### src/rtl/e203_exu_adder_arb.sv
// Arbiter/sequencer for the EXU shared wide adder: MDV (multi-cycle, lockable) vs AGU (single-cycle).
// Optional perf counters are enabled by defining E203_ADDER_ARB_PERF_EN.
module e203_exu_adder_arb #(
  parameter int W         = 35,
  parameter int CW        = 3,
  parameter int STARVE_TH = 4
) (
  input  logic         clk,
  input  logic         rst_n,
  input  logic         flush_pulse,
  input  logic         mdv_req,
  input  logic         mdv_lock,
  output logic         mdv_gnt,
  input  logic [W-1:0] mdv_op1,
  input  logic [W-1:0] mdv_op2,
  input  logic         mdv_add,
  input  logic         mdv_sub,
  output logic [W-1:0] mdv_res,
  input  logic         agu_req,
  output logic         agu_gnt,
  input  logic [W-1:0] agu_op1,
  input  logic [W-1:0] agu_op2,
  output logic [W-1:0] agu_res,
  output logic [W-1:0] adder_op1,
  output logic [W-1:0] adder_op2,
  output logic         adder_add,
  output logic         adder_sub,
  input  logic [W-1:0] adder_res,
  output logic         agu_starve,
  output logic [31:0]  perf_mdv_cyc,
  output logic [31:0]  perf_agu_stall
);

  typedef enum logic {ST_IDLE = 1'b0, ST_MDV = 1'b1} st_e;

  localparam logic [31:0] TH = 32'(STARVE_TH);

  st_e           r_st;
  st_e           w_st_nxt;
  logic          r_last_mdv;
  logic [CW-1:0] r_wait_cnt;
  logic          w_mdv_gnt;
  logic          w_agu_gnt;
  logic          w_agu_stall;

  assign agu_starve  = (32'(r_wait_cnt) >= TH);
  assign w_agu_stall = agu_req & ~w_agu_gnt;

  // Grant and next-state decode; flush only steers the next state, never this cycle's grant.
  always_comb begin
    w_mdv_gnt = 1'b0;
    w_agu_gnt = 1'b0;
    w_st_nxt  = r_st;
    if (rst_n) begin
      case (r_st)
        ST_IDLE: begin
          if (mdv_req && agu_req) begin
            if (agu_starve || r_last_mdv) w_agu_gnt = 1'b1;
            else                          w_mdv_gnt = 1'b1;
          end else begin
            w_mdv_gnt = mdv_req;
            w_agu_gnt = agu_req;
          end
          if (w_mdv_gnt && mdv_lock) w_st_nxt = ST_MDV;
        end
        ST_MDV: begin
          w_mdv_gnt = mdv_req;
          if (!(mdv_req && mdv_lock)) w_st_nxt = ST_IDLE;
        end
        default: w_st_nxt = ST_IDLE;
      endcase
      if (flush_pulse) w_st_nxt = ST_IDLE;
    end
  end

  assign mdv_gnt = w_mdv_gnt;
  assign agu_gnt = w_agu_gnt;

  // Operands are gated to zero when nobody owns the adder.
  always_comb begin
    adder_op1 = '0;
    adder_op2 = '0;
    adder_add = 1'b0;
    adder_sub = 1'b0;
    if (w_mdv_gnt) begin
      adder_op1 = mdv_op1;
      adder_op2 = mdv_op2;
      adder_add = mdv_add;
      adder_sub = mdv_sub;
    end else if (w_agu_gnt) begin
      adder_op1 = agu_op1;
      adder_op2 = agu_op2;
      adder_add = 1'b1;
    end
  end

  assign mdv_res = adder_res;
  assign agu_res = adder_res;

  always_ff @(posedge clk) begin
    if (!rst_n) begin
      r_st       <= ST_IDLE;
      r_last_mdv <= 1'b0;
      r_wait_cnt <= '0;
    end else begin
      r_st <= w_st_nxt;
      if (w_mdv_gnt)      r_last_mdv <= 1'b1;
      else if (w_agu_gnt) r_last_mdv <= 1'b0;
      if (!w_agu_stall)       r_wait_cnt <= '0;
      else if (~&r_wait_cnt)  r_wait_cnt <= r_wait_cnt + 1'b1;
    end
  end

`ifdef E203_ADDER_ARB_PERF_EN
  logic [31:0] r_perf_mdv_cyc;
  logic [31:0] r_perf_agu_stall;

  always_ff @(posedge clk) begin
    if (!rst_n || flush_pulse) begin
      r_perf_mdv_cyc   <= '0;
      r_perf_agu_stall <= '0;
    end else begin
      if (w_mdv_gnt)   r_perf_mdv_cyc   <= r_perf_mdv_cyc + 32'd1;
      if (w_agu_stall) r_perf_agu_stall <= r_perf_agu_stall + 32'd1;
    end
  end

  assign perf_mdv_cyc   = r_perf_mdv_cyc;
  assign perf_agu_stall = r_perf_agu_stall;
`else
  assign perf_mdv_cyc   = '0;
  assign perf_agu_stall = '0;
`endif

endmodule

### config.mk
export PLATFORM = sky130hd
export DESIGN_NAME = e203_exu_adder_arb
export DESIGN_NICKNAME = d
export VERILOG_FILES = /design/src/rtl/e203_exu_adder_arb.sv
export SDC_FILE = /design/constraint.sdc
export NUM_CORES = 1
export LEC_CHECK = 0
export CORE_AREA = 2 2 153 155
export CTS_CLUSTER_SIZE = 20
export DETAILED_ROUTE_END_ITERATION = 16
export DIE_AREA = 0 0 155 157
export SYNTH_ARGS = -nofsm -noshare
export SYNTH_HDL_FRONTEND = slang
export SYNTH_SLANG_ARGS = --single-unit
### constraint.sdc
create_clock -name clk -period 2.25 [get_ports clk]
set_input_delay 0.45 -clock clk [delete_from_list [all_inputs] [get_ports clk]]
set_output_delay 0.45 -clock clk [all_outputs]
set_load 0.005 [all_outputs]
==> results.toml <==
[layout]
fill_cells = 2533
finalNetCount = 629
finalNonFillerCells = 727
post_route_cells_drive_above_1_share_pct = 30.5
insertedDiodeCount = 0
layout_area_overhead_pct = 114
combined_area_of_the_multi_input_logic_cells_sq_um = 1050
ff_latch_area_sq_um = 101

[yosys]
synth_simple_gate_area_share_pct = 2.66
yosys.area_share.adder_pct = 1.86
postSynthRegisterBits = 5
synth_top_family_by_area = "buffers and inverters"
synthesis.yosys.warnings = 0
yosysSeqAreaShare_pct = 4.95
synthXorXnorAreaFrac_pct = 0.433
synth-compound-area-share_pct = 32.0
synth_top_cell_by_area = "buf_4"
synthesis.area_sq_um = 2020
synthCells = 250
yosys-top-cells-area = "buf_4 (52%), a22o_1 (30%), dfxtp_1 (5.0%), buf_6 (3.3%), ha_1 (1.9%)"
synthMuxAreaShare_pct = 0.990
synth_largest_type_area_fraction_pct = 51.6
post_synth.cell_area_avg_sq_um = 8.09
post_synth_num_cell_types = 21

[sta]
report.final.setup_viol = 1
setup_repair_after_global_routing_missed_its_margin = "yes"
setup_ws_ns = -0.00124
hold_slack_ns = 0.467
timing_max_transition_violations_final = 0
fin_crit_sh_pct = 100
final_hold_viol_count = 0
max_freq_ghz = 0.444
period_needed_ns = 2.25
finClkSkew_ns = 0.000223
fin_setup_tns_ns = -0.00124

[placement]
port_buffers = 222
dp.cells = 678
placement.setup.worst_slack_ns = -0.578
gp_congestion = 0.644
dp.final_hpwl_mm = 7.02

[setup_path]
critPathSlowestCell = "dfxtp_2"
critical_path.startpoint = "r_wait_cnt[2]"
critical_path.reg2reg.startpoint = "r_wait_cnt[2]"
crit_path_start_kind = "register"
max_stage_delay_ns = 0.31
worstSetupPathType = "register to output port"
timing.critical_path.cells = "or2_4 > a21oi_4 > buf_6 > buf_12 > buf_16 > buf_12 > buf_6 > a22o_1 > buf_2"
timing.critical_path.to_type = "output port"
crit_required_ns = 1.80
arrival_ns = 1.80
cp_max_fo = 3

[clock_network]
cts_root_buffer = "clkbuf_16"
htreeDepth = 1
hold_fix_buffers_at_cts = 0
cts.sinks = 5
clkLatencyLatePin_ns = 0.22
number_of_buffers_on_the_longest_clock_path = 2
cts_buffers = 3
clock_tree_from_tritoncts = "yes"
worst_setup_hold_path_clk_slew_ns = 0.03

[pwr]
combinational_share_of_power_pct = 67.2
power_frac_seq_pct = 8.2
power.clock.fraction_pct = 24.6
power.total_mw = 1.17
power.density_nw_per_um2 = 270
netSwitchingPower_mw = 0.324
static-leakage-power_nw = 1.99
max-vdd-ir-drop_mv = 0.168
internal_power_mw = 0.845
p_sw_share_pct = 27.7

[global_route]
grt_use_total_pct = 7.08
grt_antenna_before_repair = 0
grt_first_pass_wirelength_mm = 13.0
gr-total-overflow = 0
largest_net_degree_at_the_start_of_global_routing = 35
grt_pass1_vias = 2137

[detailed_routing]
drt_first_iter_violations = 75
final_antenna_net_count = 0
drt_pass1_iterations = 4
remaining_drc_errors = 0
wirelength_mm = 11.5
via_per_inst = 3.24
wire_per_inst_um = 15.9
num_vias = 2358

[status]
status = "finished, violations left"
violations = "negative setup slack"

[floorplanning]
rows = 55
boundaryPins = 392
die_area_sq_um = 24300
die_w_um = 155
die_height_um = 157
floorplan.initialDensity_pct = 8.99
coreArea_sq_um = 22500

[min_path]
critical_hold_path_startpoint = "r_last_mdv"
worstHoldPathType = "register to register"

[job]
max_cap_violations = 0
flip-flops by register name (all words and copies together) (netlist names):
name / flops
r_wait_cnt: 3
r_st: 1
r_last_mdv: 1
layout make-up:
type                            instances  share of cell area [%]
Timing Repair Buffer                  275                    63.0
Multi-Input combinational cell        155                    24.4
Tap cell                              285                    8.25
Sequential cell                         5                    2.35
Clock buffer                            4                    1.82
Inverter                                3                   0.261
power by group through the flow:
| stage | clock network [mW] | registers, mW | logic (mW) |
|---|---|---|---|
| final | 0.288 | 0.0960 | 0.785 |
| after CTS | 0.292 | 0.0958 | 0.763 |
| after global placement | 0 | 0.0967 | 0.667 |
| after floorplan | 0 | 0.0961 | 0.375 |
| after global routing | 0.304 | 0.0966 | 0.847 |
| after detailed placement | 0 | 0.0967 | 0.667 |
stage by stage:
stage | utilization, % | area, sq um
2_1_floorplan | - | 2260
3_3_place_gp | 17.0 | 3820
3_5_place_dp | 17.0 | 3820
4_1_cts | 19.3 | 4330
5_1_grt | 19.2 | 4320
6_report | 19.2 | 4320
cells in the mapped netlist:
| library cell | number |
|---|---|
| xor2_1 | 1 |
| nor3_1 | 3 |
| o21bai_1 | 1 |
| mux2i_1 | 2 |
| and3b_1 | 1 |
| or2_1 | 1 |
| a21oi_2 | 1 |
| a21o_1 | 1 |
| a22o_1 | 70 |
| conb_1 | 1 |
| clkbuf_1 | 1 |
| ha_1 | 3 |
| and2_1 | 1 |
| buf_4 | 139 |
| inv_1 | 3 |
| buf_2 | 5 |
| nor2b_1 | 1 |
| o211a_1 | 1 |
| buf_6 | 6 |
| nand2_1 | 3 |
| dfxtp_1 | 5 |
critical path: cells and delay by family (launching register included):
family	cells	cell delay [ns]
buffers and inverters	6	0.69
flip-flops	1	0.31
AO/OA/AOI/OAI	2	0.31
AND/OR/NAND/NOR	1	0.26
cell families after synthesis:
family	count (synthesis)
buffers and inverters	154
AO/OA/AOI/OAI	74
AND/OR/NAND/NOR	10
flip-flops	5
adder cells (fa/ha/maj)	3
multiplexers	2
other	1
XOR/XNOR	1
repair_timing:
action | in CTS | in global routing
gates cloned | 8 | 10
endpoints found under the setup margin | 74 | 64
gates resized for setup | 212 | 78
setup buffers | 26 | 3
pin swaps | 9 | 8
hold endpoints to repair | 0 | 0
routing by layer:
| layer | track usage [%] | vias up | wire (um) |
|---|---|---|---|
| li1 | - | 1079 | - |
| met1 | 7.78 | 1050 | 4060 |
| met2 | 13.1 | 196 | 6060 |
| met3 | 2.26 | 33 | 1210 |
| met4 | 1.90 | 0 | 210 |
| met5 | 0 | - | 0 |
layout by cell type, fill, tap and decap left out, drive strengths merged, types with 2 or more instances in the layout:
cell / netlist / layout
buf: 150 / 77
ha: 3 / 3
o211a: 1 / 2
nand2: 3 / 3
mux2i: 2 / 2
clkbuf: 1 / 52
clkdlybuf4s50: 0 / 145
dfxtp: 5 / 5
inv: 3 / 3
nor3: 3 / 3
conb: 1 / 64
a22o: 70 / 70
dlygate4sd2: 0 / 4
worst paths after layout:
kind	end	slack (ns)	depth (start not counted)
setup / recovery	adder_op2[21]	-0.001	9
hold / removal	r_last_mdv	0.47	2
setup reg to reg	r_st	0.80	6
hold reg to reg	r_last_mdv	0.47	2
No activity file was read; power rests on OpenSTA's default activity.
